==> src/rtl/udp_tx_scheduler_if.sv <==
// Bundle of the scheduler's requester-side and downstream byte-stream signals.
// master: the scheduler itself. slave: the surrounding sources/sink.
interface udp_tx_scheduler_if #(
  parameter int unsigned N_REQ = 4
);

  logic [N_REQ-1:0]    req;
  logic [N_REQ*16-1:0] port_s_in;
  logic [N_REQ*16-1:0] port_d_in;
  logic [N_REQ*16-1:0] len_in;
  logic [N_REQ*8-1:0]  payload_data;
  logic [N_REQ-1:0]    payload_valid;
  logic [N_REQ-1:0]    payload_ready;
  logic [N_REQ-1:0]    grant;
  logic [N_REQ-1:0]    done;
  logic [N_REQ-1:0]    err;
  logic [7:0]          m_data;
  logic                m_valid;
  logic                m_ready;
  logic                m_last;
  logic                busy;

  modport master (
    input  req, port_s_in, port_d_in, len_in, payload_data, payload_valid, m_ready,
    output payload_ready, grant, done, err, m_data, m_valid, m_last, busy
  );

  modport slave (
    output req, port_s_in, port_d_in, len_in, payload_data, payload_valid, m_ready,
    input  payload_ready, grant, done, err, m_data, m_valid, m_last, busy
  );

endinterface

==> src/rtl/udp_tx_scheduler.sv <==
// Round-robin UDP transmit scheduler: grants one requester per datagram,
// emits the 8-byte UDP header (checksum 0) and then passes the granted
// requester's payload bytes straight through to the downstream stream.
module udp_tx_scheduler #(
  parameter int unsigned N_REQ       = 4,
  parameter int unsigned MAX_PAYLOAD = 1472
) (
  input  logic               aclk,
  input  logic               areset,
  udp_tx_scheduler_if.master bus
);

  localparam int unsigned IW      = (N_REQ > 1) ? $clog2(N_REQ) : 1;
  localparam logic [15:0] MAX_LEN = 16'(MAX_PAYLOAD);

  typedef enum logic [1:0] {
    S_IDLE    = 2'd0,
    S_HEADER  = 2'd1,
    S_PAYLOAD = 2'd2,
    S_DONE    = 2'd3
  } state_t;

  state_t            state_q, state_d;
  logic [IW-1:0]     rr_q, rr_d;
  logic [IW-1:0]     sel_q, sel_d;
  logic [15:0]       cnt_q, cnt_d;
  logic [N_REQ-1:0]  grant_q, grant_d;
  logic [N_REQ-1:0]  done_q, done_d;
  logic [N_REQ-1:0]  err_q, err_d;
  logic              busy_q, busy_d;
  logic [15:0]       src_q, src_d;
  logic [15:0]       dst_q, dst_d;
  logic [15:0]       len_q, len_d;

  logic              pick_vld;
  logic [IW-1:0]     pick_idx;
  logic [IW-1:0]     cand;
  logic [15:0]       pick_src;
  logic [15:0]       pick_dst;
  logic [15:0]       pick_len;

  logic [15:0]       hdr_len;
  logic [7:0]        m_data_c;
  logic              m_valid_c;
  logic              m_last_c;
  logic [N_REQ-1:0]  pready_c;
  logic              xfer;

  function automatic logic [IW-1:0] wrap_inc(input logic [IW-1:0] i);
    return IW'((32'(i) + 32'd1) % N_REQ);
  endfunction

  function automatic logic [N_REQ-1:0] onehot(input logic [IW-1:0] i);
    logic [N_REQ-1:0] v;
    v    = '0;
    v[i] = 1'b1;
    return v;
  endfunction

  // First requesting index at or above the rr pointer, wrapping modulo N_REQ.
  always_comb begin
    pick_vld = 1'b0;
    pick_idx = '0;
    cand     = '0;
    for (int unsigned k = 0; k < N_REQ; k++) begin
      cand = IW'((32'(rr_q) + k) % N_REQ);
      if (!pick_vld && bus.req[cand]) begin
        pick_vld = 1'b1;
        pick_idx = cand;
      end
    end
  end

  assign pick_src = bus.port_s_in[16*pick_idx +: 16];
  assign pick_dst = bus.port_d_in[16*pick_idx +: 16];
  assign pick_len = bus.len_in[16*pick_idx +: 16];
  assign hdr_len  = len_q + 16'd8;

  // Downstream byte/valid/last and per-requester ready for the current state.
  always_comb begin
    m_data_c  = '0;
    m_valid_c = 1'b0;
    m_last_c  = 1'b0;
    pready_c  = '0;
    case (state_q)
      S_HEADER: begin
        // Header outputs come only from registers so they never follow m_ready.
        m_valid_c = 1'b1;
        case (cnt_q[2:0])
          3'd0:    m_data_c = src_q[15:8];
          3'd1:    m_data_c = src_q[7:0];
          3'd2:    m_data_c = dst_q[15:8];
          3'd3:    m_data_c = dst_q[7:0];
          3'd4:    m_data_c = hdr_len[15:8];
          3'd5:    m_data_c = hdr_len[7:0];
          default: m_data_c = 8'h00;
        endcase
        m_last_c = (cnt_q[2:0] == 3'd7) && (len_q == 16'd0);
      end
      S_PAYLOAD: begin
        m_data_c        = bus.payload_data[8*sel_q +: 8];
        m_valid_c       = bus.payload_valid[sel_q];
        pready_c[sel_q] = bus.m_ready;
        m_last_c        = (cnt_q == (len_q - 16'd1)) && m_valid_c;
      end
      default: ;
    endcase
  end

  assign xfer = m_valid_c && bus.m_ready;

  // Arbitration, header/payload sequencing and datagram completion.
  always_comb begin
    state_d = state_q;
    rr_d    = rr_q;
    sel_d   = sel_q;
    cnt_d   = cnt_q;
    grant_d = grant_q;
    done_d  = '0;
    err_d   = '0;
    busy_d  = busy_q;
    src_d   = src_q;
    dst_d   = dst_q;
    len_d   = len_q;
    case (state_q)
      S_IDLE: begin
        if (pick_vld) begin
          src_d = pick_src;
          dst_d = pick_dst;
          len_d = pick_len;
          sel_d = pick_idx;
          if (pick_len > MAX_LEN) begin
            err_d = onehot(pick_idx);
            rr_d  = wrap_inc(pick_idx);
          end else begin
            grant_d = onehot(pick_idx);
            busy_d  = 1'b1;
            cnt_d   = '0;
            state_d = S_HEADER;
          end
        end
      end
      S_HEADER: begin
        if (xfer) begin
          if (cnt_q[2:0] == 3'd7) begin
            cnt_d = '0;
            if (len_q == 16'd0) begin
              state_d = S_DONE;
              done_d  = grant_q;
              busy_d  = 1'b0;
            end else begin
              state_d = S_PAYLOAD;
            end
          end else begin
            cnt_d = cnt_q + 16'd1;
          end
        end
      end
      S_PAYLOAD: begin
        if (xfer) begin
          cnt_d = cnt_q + 16'd1;
          if (m_last_c) begin
            state_d = S_DONE;
            done_d  = grant_q;
            busy_d  = 1'b0;
          end
        end
      end
      S_DONE: begin
        // done pulses while in this state; grant is released on the way out.
        grant_d = '0;
        busy_d  = 1'b0;
        rr_d    = wrap_inc(sel_q);
        state_d = S_IDLE;
      end
      default: state_d = S_IDLE;
    endcase
  end

  // State registers; asynchronous reset abandons any datagram in flight.
  always_ff @(posedge aclk or posedge areset) begin
    if (areset) begin
      state_q <= S_IDLE;
      rr_q    <= '0;
      sel_q   <= '0;
      cnt_q   <= '0;
      grant_q <= '0;
      done_q  <= '0;
      err_q   <= '0;
      busy_q  <= 1'b0;
      src_q   <= '0;
      dst_q   <= '0;
      len_q   <= '0;
    end else begin
      state_q <= state_d;
      rr_q    <= rr_d;
      sel_q   <= sel_d;
      cnt_q   <= cnt_d;
      grant_q <= grant_d;
      done_q  <= done_d;
      err_q   <= err_d;
      busy_q  <= busy_d;
      src_q   <= src_d;
      dst_q   <= dst_d;
      len_q   <= len_d;
    end
  end

  assign bus.grant         = grant_q;
  assign bus.done          = done_q;
  assign bus.err           = err_q;
  assign bus.busy          = busy_q;
  assign bus.m_data        = m_data_c;
  assign bus.m_valid       = m_valid_c;
  assign bus.m_last        = m_last_c;
  assign bus.payload_ready = pready_c;

endmodule

==> src/flat_wrapper.sv <==
// flat-port wrapper written by rule: the top's interface ports become plain ports
module udp_tx_scheduler_flat 
#(
  parameter int unsigned N_REQ       = 4,
  parameter int unsigned MAX_PAYLOAD = 1472
)
  (aclk, areset, bus_req, bus_port_s_in, bus_port_d_in, bus_len_in, bus_payload_data, bus_payload_valid, bus_m_ready, bus_payload_ready, bus_grant, bus_done, bus_err, bus_m_data, bus_m_valid, bus_m_last, bus_busy);
  udp_tx_scheduler_if #(.N_REQ(N_REQ)) bus_i ();
  input  logic aclk;
  input  logic areset;
  input wire logic [$bits(bus_i.req)-1:0] bus_req;
  input wire logic [$bits(bus_i.port_s_in)-1:0] bus_port_s_in;
  input wire logic [$bits(bus_i.port_d_in)-1:0] bus_port_d_in;
  input wire logic [$bits(bus_i.len_in)-1:0] bus_len_in;
  input wire logic [$bits(bus_i.payload_data)-1:0] bus_payload_data;
  input wire logic [$bits(bus_i.payload_valid)-1:0] bus_payload_valid;
  input wire logic [$bits(bus_i.m_ready)-1:0] bus_m_ready;
  output wire logic [$bits(bus_i.payload_ready)-1:0] bus_payload_ready;
  output wire logic [$bits(bus_i.grant)-1:0] bus_grant;
  output wire logic [$bits(bus_i.done)-1:0] bus_done;
  output wire logic [$bits(bus_i.err)-1:0] bus_err;
  output wire logic [$bits(bus_i.m_data)-1:0] bus_m_data;
  output wire logic [$bits(bus_i.m_valid)-1:0] bus_m_valid;
  output wire logic [$bits(bus_i.m_last)-1:0] bus_m_last;
  output wire logic [$bits(bus_i.busy)-1:0] bus_busy;
  assign bus_i.req = bus_req;
  assign bus_i.port_s_in = bus_port_s_in;
  assign bus_i.port_d_in = bus_port_d_in;
  assign bus_i.len_in = bus_len_in;
  assign bus_i.payload_data = bus_payload_data;
  assign bus_i.payload_valid = bus_payload_valid;
  assign bus_i.m_ready = bus_m_ready;
  assign bus_payload_ready = bus_i.payload_ready;
  assign bus_grant = bus_i.grant;
  assign bus_done = bus_i.done;
  assign bus_err = bus_i.err;
  assign bus_m_data = bus_i.m_data;
  assign bus_m_valid = bus_i.m_valid;
  assign bus_m_last = bus_i.m_last;
  assign bus_busy = bus_i.busy;
  udp_tx_scheduler #(.N_REQ(N_REQ), .MAX_PAYLOAD(MAX_PAYLOAD)) u_core (.aclk(aclk), .areset(areset), .bus(bus_i));
endmodule
==> config.mk <==
export PLATFORM = sky130hd
export DESIGN_NAME = udp_tx_scheduler_flat
export DESIGN_NICKNAME = d
export VERILOG_FILES = /design/src/rtl/udp_tx_scheduler_if.sv /design/src/rtl/udp_tx_scheduler.sv /design/src/flat_wrapper.sv
export SDC_FILE = /design/constraint.sdc
export NUM_CORES = 1
export LEC_CHECK = 0
export BUFFER_PORTS_ARGS = -buffer_cell sky130_fd_sc_hd__buf_2
export CORE_ASPECT_RATIO = 1.75
export CORE_MARGIN = 2
export CORE_UTILIZATION = 47
export DETAILED_ROUTE_END_ITERATION = 7
export PLACE_DENSITY_LB_ADDON = 0.1
export SLEW_MARGIN = 20
export SYNTH_ARGS = -nofsm -noshare
export SYNTH_HDL_FRONTEND = slang
export SYNTH_SLANG_ARGS = --single-unit
==> constraint.sdc <==
create_clock -name aclk -period 5.1 [get_ports aclk]
set_input_delay 1.02 -clock aclk [delete_from_list [all_inputs] [get_ports aclk]]
set_output_delay 1.02 -clock aclk [all_outputs]
set_load 0.01 [all_outputs]
==> results of run 1 <==
[worst reg2reg max path, delay by kind of cell, from the launching register on]
family	cells	cell delay, ns
buf+inv	1	0.35
compound gates	4	1.43
mux	2	0.40
flops	1	0.42
simple gates	4	1.21
[cells in the mapped netlist (6+ instances only)]
cell and n:
mux2i_1 35, nand2_1 257, buf_2 7, a222oi_1 6, nand3_1 80, a21oi_1 11
mux2_2 16, inv_1 17, o31ai_1 8, buf_1 10, o21ai_1 10, xnor2_1 18
nor2b_1 10, ha_1 14, a31oi_1 6, nor3_1 13, o21ai_0 85, mux4_2 9
nor2_1 46, xor2_1 14, and2_1 11, and3_1 14, nand2b_1 9, dfrtp_1 83
clkbuf_1 47
[power by group]
| group | total, mW | switching, mW | internal, mW |
|---|---|---|---|
| logic | 2.65 | 1.59 | 1.06 |
| registers | 1.26 | 0.350 | 0.908 |
| clock network | 0.691 | 0.263 | 0.428 |
| total | 4.60 | 2.21 | 2.39 |
[layout make-up]
class | instances | area (um^2) | area share
inverter | 18 | 68.82 | 0.008111
multi-input combinational | 740 | 4431 | 0.5222
tap | 180 | 225.2 | 0.02654
timing repair buffer | 270 | 1374 | 0.1619
clock buffer | 11 | 232.7 | 0.02743
sequential | 83 | 2077 | 0.2448
clock inverter | 4 | 76.32 | 0.008996
[sequential cells by signal (all words and copies together) (netlist names)]
name	count
u_core.bus.busy	1
u_core.bus.done	4
u_core.bus.err	4
u_core.bus.grant	4
u_core.cnt_q	16
u_core.dst_q	16
u_core.len_q	16
u_core.rr_q	2
u_core.sel_q	2
u_core.src_q	16
u_core.state_q	2
[metrics by stage]
step / utilization / area [um^2] / power (mW) / hold WS (ns)
finish: 0.5935 / 8484 / 4.601 / 0.4825
global route: 0.5935 / 8484 / 5.004 / 0.5011
CTS: 0.5932 / 8481 / 4.600 / 0.4835
detailed placement: 0.5716 / 8172 / 3.908 / 0.4696
global placement: 0.5716 / 8172 / 3.887 / 0.4623
floorplan: - / 6853 / 3.154 / 0.4488
[how the worst min path moves through the flow]
stage / to / slack [ns] / cells past startpoint
global placement: u_core.src_q[5] / 0.46 / 2
floorplan: u_core.dst_q[11] / 0.45 / 2
finish: u_core.dst_q[4] / 0.48 / 2
detailed placement: u_core.src_q[5] / 0.47 / 2
global route: u_core.dst_q[7] / 0.50 / 2
CTS: u_core.src_q[5] / 0.48 / 2
[metal layers]
| metal | GRT usage | wire (um) | vias up |
|---|---|---|---|
| met2 | 0.5166 | 11860 | 222 |
| met1 | 0.3321 | 8393 | 3375 |
| met3 | 0.03394 | 879 | 45 |
| met4 | 0.1265 | 860 | 0 |
| met5 | 0 | 0 | - |
| li1 | - | - | 3573 |
[layout by cell type, fill, tap and decap left out, types with 6 or more instances in the layout]
master and n:
xor2_1 14, inv_1 16, mux2_2 16, nand2b_1 9
nand3_1 80, and2_1 10, buf_4 9, o21ai_0 85
o31ai_1 8, a222oi_1 6, dfrtp_1 83, and3_1 14
clkbuf_16 9, a21oi_1 11, mux4_2 9, nor3_1 13
mux2i_1 35, o21ai_1 9, buf_2 261, nor2_1 46
a31oi_1 6, nor2b_1 10, ha_1 14, xnor2_1 18
nand2_1 255
[kinds of logic (layout without fill, tap and decap cells)]
group,count (synthesis),in the layout,share of synthesized area
and+or+nand+nor,468,468,0.3139
DFF,83,83,0.3031
muxes,61,61,0.1086
AOI/OAI and AO/OA,165,165,0.1547
xor gates and xnor gates,32,32,0.04090
adders and majority gates,14,14,0.02556
buffers and inverters,87,303,0.05331
==> reports/qor.yml, run 1 <==
run_status:
  status: "complete, no violations"
cells_and_area:
  layout.nets: 1371
  num_antenna_cells: 0
  drive_above_1_share: 0.2993
  final_cells: 1306
  fillCellCount: 1415
  syn_to_final_growth_pct: 23.81
setup_path:
  crit_arrival_ns: 3.31
  reg2reg_depth: 11
  start_kind: "register"
  r2r-start: "u_core.rr_q[0]"
  cpPeakStageDelay_ns: 0.64
  worstPathRequired_ns: 4.08
  path_buf_inv: 2
  end_kind: "output port"
  critPathCapture: "bus_m_last"
  crit_slowest_cell: "o41ai_2"
  reg2reg_to: "u_core.cnt_q[14]"
  path_delay_family: "simple AND/OR/NAND/NOR gates"
  path_cells: "inv_1 -> ha_1 -> nor4b_4 -> xnor2_1 -> nor4_2 -> nand4_1 -> o41ai_2 -> and2_2 -> buf_2"
  crit_start: "u_core.len_q[3]"
  worstSetupPathType: "reg2out"
  cp_max_fo: 11
  rrSetupSlack_ns: 1.19
  path_depth: 9
sta:
  hold_viol_final: 0
  rsz0062_at_grt: "no"
  worst_pin_slew_ns: 1.007
  final_max_slew_viol_count: 0
  setup_tns_ns: 0
  finalSetupViolations: 0
  relSlewSlack: 0.3284
  max_clock_freq_ghz: 0.2310
  timing.final.crit_share: 0.8488
  setup_ws_ns: 0.7712
  finalClockSkew_ns: 0.006759
  min_period_ns: 4.329
synthesis:
  netlist_instances: 910
  synth_nets: 1159
  ys_ff_latch: 83
  synth_warnings: 0
  synth-edff-count: 0
  synth_top_area_share: 0.3031
  synth-main-ff-cell: "dfrtp_1"
  synth_area_leader_cell: "dfrtp_1"
  synth_area_leaders: "dfrtp_1 (30%), nand2_1 (14%), o21ai_0 (6.2%)"
  synth_area_per_cell_um2: 7.531
  ys_seq_area_frac: 0.3031
  synth_area_um2: 6853
  async_flop_share: 1.000
  synthDistinctLibCells: 72
cts:
  cts_setup_buffers: 0
  cts_max_level: 3
  postCtsResizedCells: 0
  path_clk_slew_ns: 0.06
  cts_tree: "built"
  cts_root_buf: "clkbuf_16"
  clk_latency_ns: 0.34
  cts_sinks: 83
  clockBufferDepth: 2
  cts_hold_buf: 0
  cts_made_buffers: 9
power_and_ir_drop:
  power_density_nw_per_um2: 542.2
  p_leak_nw: 4.284
  peakVddDrop_mv: 0.2490
die:
  dieArea_um2: 15600
  dieWidth_um: 95.28
  die_h_um: 163.7
  num_rows: 58
  core_um2: 14300
  start_util: 0.4793
  pin_count: 262
routing:
  routedWlPerCell_um: 16.84
  dr.first_iter.drc_count: 318
  first_pass_iters: 5
  vias: 7215
  ant_nets: 0
  wirelength_mm: 21.99
  drc: 0
  routed_via_density: 5.525
global_routing:
  antenna_found_initial: 0
  grt_pass1_wl_mm: 34.73
  grt_max_degree: 92
  grt_pass1_vias: 7052
  gr-total-overflow: 0
  grt.total_usage: 0.2863
placed_design:
  port_buffers: 261
  place.gp.congestion: 0.8910
  dp_cells: 1291
  preCtsSetupSlack_ns: 0.5191
  dp.final_hpwl_mm: 17.16
run:
  drv_cap: 0
hold_path:
  min_from: "u_core.dst_q[4]"
  min_path_type: "reg2reg"
Power figures use the tool's default switching activity.
==> run 2: changes to the inputs <==
ABC_AREA = 1   (was unset)
CORE_UTILIZATION = 46   (was 47)
clock period = 3.49 ns   (was 5.1 ns; I/O delays follow)
==> reports/qor.yml, run 2 <==
run_status:
  status: "complete, no violations"
setup_path:
  r2r-start: "u_core.rr_q[0]"
  cpPeakStageDelay_ns: 0.37
  path_delay_family: "simple AND/OR/NAND/NOR gates"
  cp_max_fo: 4
  worstPathRequired_ns: 2.79
  crit_path_frequent_cell: "inv_1"
  crit_start: "u_core.len_q[4]"
  path_cells: "ha_2 -> nand2_1 -> nor2_1 -> inv_1 -> nor2_1 -> inv_1 -> nor2_1 -> inv_1 -> nor2_1 -> inv_1 -> nor4_2 -> inv_1 -> nor2_2 -> inv_1 -> o21ai_1 -> nand3_1 -> nand4_1 -> nand2_1 -> a21oi_1 -> buf_2"
  path_depth: 20
  reg2reg_depth: 20
  crit_arrival_ns: 2.67
  end_kind: "output port"
  worstSetupPathType: "reg2out"
  path_buf_inv: 7
  start_kind: "register"
  crit_slowest_cell: "dfrtp_1"
cts:
  clockBufferDepth: 2
  clk_latency_ns: 0.35
  cts_tree: "built"
  cts_max_level: 3
  path_clk_slew_ns: 0.07
  cts_root_buf: "clkbuf_16"
  cts_sinks: 83
  cts_made_buffers: 9
global_routing:
  grt.total_usage: 0.3071
  gr-total-overflow: 0
  grt_pass1_wl_mm: 37.44
  grt_pass1_vias: 7452
  antenna_found_initial: 1
  grt_max_degree: 58
run:
  drv_cap: 0
placed_design:
  port_buffers: 261
  place.gp.congestion: 0.9437
  preCtsSetupSlack_ns: 0.3056
  dp.final_hpwl_mm: 19.82
  dp_cells: 1483
die:
  dieArea_um2: 15860
  die_h_um: 165.1
  dieWidth_um: 96.05
  pin_count: 262
  num_rows: 58
  start_util: 0.4723
  core_um2: 14440
sta:
  relSlewSlack: 0.5230
  hold_viol_final: 0
  setup_tns_ns: 0
  final_max_slew_viol_count: 0
  worst_pin_slew_ns: 0.7146
  max_clock_freq_ghz: 0.2971
  setup_ws_ns: 0.1239
  timing.final.crit_share: 0.9645
  min_period_ns: 3.366
  finalClockSkew_ns: 0.01168
  rsz0062_at_grt: "yes"
  whs_ns: 0.3680
  finalSetupViolations: 0
cells_and_area:
  final_cells: 1504
  layout.nets: 1568
  num_antenna_cells: 0
  final_common_cell: "nand2_1"
  seqCellArea_um2: 2081
  drive_above_1_share: 0.2553
  mostFrequentLayoutCells: "nand2_1 (366), buf_2 (261), inv_1 (114)"
  multi_input_area_um2: 4075
  syn_to_final_growth_pct: 28.27
  fillCellCount: 1432
synthesis:
  synth-edff-count: 0
  netlist_instances: 1059
  synthDistinctLibCells: 41
  synth_area_leaders: "dfrtp_1 (30%), nand2_1 (20%), inv_1 (6.3%)"
  synth_warnings: 0
  synth_area_um2: 6820
  async_flop_share: 1.000
  ys_seq_area_frac: 0.3045
  synth_area_leader_cell: "dfrtp_1"
  yosysMostFrequentCell: "nand2_1"
  synth_top_area_share: 0.3045
  synth-main-ff-cell: "dfrtp_1"
  synth_nets: 1308
  synth_common_cells: "nand2_1 (366), inv_1 (115), nor2_1 (86), dfrtp_1 (83), o21ai_0 (57)"
  synth_area_per_cell_um2: 6.440
  ys_ff_latch: 83
routing:
  routed_via_density: 5.414
  first_pass_iters: 5
  wirelength_mm: 24.73
  dr.first_iter.drc_count: 544
  ant_nets: 0
  drc: 0
  routedWlPerCell_um: 16.44
  vias: 8143
power_and_ir_drop:
  internal_power_mw: 4.252
  p_leak_nw: 4.613
  p_total_mw: 9.719
  power_frac_seq: 0.178
  peakVddDrop_mv: 0.6741
  share_comb_of_total_power: 0.722
  power.switching_mw: 5.467
  power_density_nw_per_um2: 1111
  p_sw_frac: 0.5625
  clockPowerShare: 0.100
hold_path:
  min_path_type: "in2async"
==> run 2: changes by cell type in the layout (fill, tap and decap cells not counted), sizes merged, moves of 30 or more <==
cell	delta
a22oi	+40
inv	+107
mux2i	-35
nand2	+109
nand3	-31
nand4	+47
nor2	+42
o21ai	-30
==> run 2: per-layer routing <==
layer | routed length [um] | vias up | global-route usage
met4 | 1055 | 2 | 0.1357
met5 | 11 | - | 0
met2 | 12750 | 303 | 0.5265
met3 | 1276 | 54 | 0.03993
li1 | - | 4040 | -
met1 | 9630 | 3744 | 0.3784
==> run 2: what timing repair did <==
item | in CTS | in global routing
setup buffers | 0 | 5
pin swaps | 0 | 1
resized for setup | 1 | 8
hold buffers | 0 | 0
setup endpoints to repair | 1 | 19
==> run 2: stage by stage <==
step	util	cell area, um^2
2_1_floorplan	-	6820
3_3_place_gp	0.5806	8384
3_5_place_dp	0.5806	8384
4_1_cts	0.6015	8687
5_1_grt	0.6058	8748
6_report	0.6058	8748
==> run 2: cell families (layout without fill, tap and decap cells) <==
kind of cell	after synthesis	after routing	synth area share
buffers and inverters	169	434	0.1018
AO/OA/AOI/OAI	190	190	0.1754
XOR/XNOR	26	26	0.03339
AND/OR/NAND/NOR	577	577	0.3592
adder cells (fa/ha/maj)	14	14	0.02568
flip-flops	83	83	0.3045
==> run 2: final cells by class <==
type	count	area share
multi-input cells	807	0.4658
flip-flops and latches	83	0.2378
repair buffers	296	0.1836
inverters	122	0.05249
clock buffers	9	0.02574
well taps	180	0.02574
clock inverters	7	0.008724
==> run 2: worst paths after layout <==
check	slack [ns]	end
worst max-delay path	0.12	bus_m_data[7]
worst min-delay path	0.37	u_core.bus.grant[0]
worst max register to register	0.49	u_core.cnt_q[7]
worst min register to register	0.47	u_core.bus.busy
max in group asynchronous	2.28	u_core.len_q[3]
min in group aclk	0.47	u_core.bus.busy
==> run 2: power groups by stage <==
stage                     clock network, mW  registers, mW  logic, mW
final                                 0.974           1.73       7.01
after global routing                   1.02           1.77       7.86
after CTS                             0.985           1.73       6.91
after detailed placement                  0           1.75       6.88
after global placement                    0           1.74       6.85
after floorplan                           0           1.57       5.00
==> run 3: changes to the inputs <==
==> constraint.sdc (replaced) <==
create_clock -name aclk -period 3.49 [get_ports aclk]
set_input_delay 1.047 -clock aclk [delete_from_list [all_inputs] [get_ports aclk]]
set_output_delay 1.047 -clock aclk [all_outputs]
set_load 0.01 [all_outputs]
==> reports/qor.yml, run 3 (synthesis results as in run 2) <==
setup_path:
  cpPeakStageDelay_ns: 0.38
  end_kind: "output port"
  worstPathRequired_ns: 2.44
  crit_path_frequent_cell: "inv_1"
  crit_arrival_ns: 2.67
  path_delay_family: "buffers and inverters"
  path_cells: "ha_2 -> nand2_2 -> nor2_2 -> inv_1 -> nor2_1 -> inv_1 -> nor2_1 -> inv_1 -> nor2_1 -> inv_1 -> nor4_2 -> inv_1 -> buf_4 -> buf_6 -> nand2_1 -> nand3_1 -> a31oi_2 -> o21a_1 -> buf_2"
  reg2reg_depth: 12
  worstSetupPathType: "reg2out"
  cp_max_fo: 3
  path_buf_inv: 8
  r2r-start: "u_core.rr_q[0]"
  crit_slowest_cell: "dfrtp_1"
  rrSetupSlack_ns: 0.47
  start_kind: "register"
  crit_start: "u_core.len_q[4]"
  path_depth: 19
routing:
  routed_via_density: 5.479
  wirelength_mm: 25.09
  routedWlPerCell_um: 16.49
  drc: 0
  first_pass_iters: 6
  vias: 8333
  ant_nets: 0
  dr.first_iter.drc_count: 486
sta:
  worst_pin_slew_ns: 1.030
  final_max_slew_viol_count: 0
  finalSetupViolations: 7
  setup_ws_ns: -0.2254
  timing.final.crit_share: 1.065
  hold_viol_final: 0
  finalClockSkew_ns: 0.005935
  rsz0062_at_grt: "yes"
  min_period_ns: 3.715
  relSlewSlack: 0.3128
  max_clock_freq_ghz: 0.2692
global_routing:
  grt_max_degree: 71
  antenna_found_initial: 1
  grt_pass1_vias: 7785
  gr-total-overflow: 0
  grt_pass1_wl_mm: 38.41
  grt.total_usage: 0.3114
die:
  core_um2: 14440
  pin_count: 262
  dieArea_um2: 15860
  die_h_um: 165.1
  num_rows: 58
  dieWidth_um: 96.05
  start_util: 0.4723
power_and_ir_drop:
  clockPowerShare: 0.097
  power_frac_seq: 0.170
  share_comb_of_total_power: 0.733
  p_leak_nw: 4.715
  power_density_nw_per_um2: 1116
  p_total_mw: 10.07
  p_sw_frac: 0.5479
  power.switching_mw: 5.516
  peakVddDrop_mv: 0.6772
  internal_power_mw: 4.551
cts:
  path_clk_slew_ns: 0.06
  cts_max_level: 3
  clk_latency_ns: 0.34
  cts_hold_buf: 0
  clockBufferDepth: 2
  cts_sinks: 83
  cts_tree: "built"
  cts_made_buffers: 9
  cts_root_buf: "clkbuf_16"
placed_design:
  place.gp.congestion: 0.9551
  place_area_um2: 8449
  port_buffers: 261
  dp.final_hpwl_mm: 19.89
run:
  drv_cap: 0
cells_and_area:
  final_common_cell: "nand2_1"
  mostFrequentLayoutCells: "nand2_1 (364), buf_2 (260), inv_1 (110)"
  fin_util: 0.6248
  fin_area_um2: 9022
  layout.nets: 1586
  syn_to_final_growth_pct: 32.29
  num_antenna_cells: 0
  drive_above_1_share: 0.2811
hold_path:
  min_from: "u_core.bus.busy"
  worstHoldPathCells: 2
  min_path_type: "reg2reg"
run_status:
  status: "finished, violations left"
  failed_checks: "setup timing"
## run 3: final timing paths
kind / to
max: bus_m_data[5]
min: u_core.bus.busy
max reg2reg: u_core.src_q[5]
min reg2reg: u_core.bus.busy
max in group asynchronous: u_core.dst_q[4]
min in group asynchronous: u_core.state_q[0]
## run 3: power groups by stage
stage	registers [mW]	clock network [mW]	logic [mW]
2_1_floorplan	1.57	0	5.00
3_3_place_gp	1.71	0	7.01
3_5_place_dp	1.72	0	7.07
4_1_cts	1.70	0.991	7.20
5_1_grt	1.74	1.04	8.24
6_report	1.71	0.977	7.38
## run 3: final cells by class
cell class | count | area, um^2
Tap cell | 180 | 225.2
Clock inverter | 5 | 63.81
Sequential cell | 83 | 2078
Inverter | 122 | 461.7
Clock buffer | 10 | 239.0
Timing Repair Buffer | 314 | 1772
Multi-Input combinational cell | 807 | 4183
Fill cell | 1436 | 5419
## run 3: metrics by stage
step                      instances  setup TNS, ns  hold slack (ns)  worst slack [ns]
after floorplan                1059              0           0.4489            0.3062
after global placement         1490      -0.001472           0.4701         -0.001472
after CTS                      1517        -0.9353           0.4915           -0.1795
final                          1521        -0.9730           0.4786           -0.2254
after detailed placement       1490       -0.02830           0.4752          -0.02830
after global routing           1521         -2.476           0.5211           -0.4654
## run 3: worst reg2reg max path, delay by kind of cell, from the launching register on
kind	cells	cell delay (ns)
and+or+nand+nor	6	1.41
AOI/OAI and AO/OA	2	0.26
DFF	1	0.56
buffers and inverters	4	0.72
## run 3: repair_timing
action,4_1_cts,5_1_grt
cloned,0,0
setup endpoints to repair,7,8
hold endpoints to repair,0,0
buffers inserted,12,6
gates resized for setup,20,24
pin swaps,10,14
## run 3: layer usage
layer,track usage,part of all wire,routed length [um]
met4,0.1429,0.046,1145
met1,0.3720,0.38,9578
met5,0,0.00044,11
met3,0.04083,0.052,1311
met2,0.5439,0.52,13040
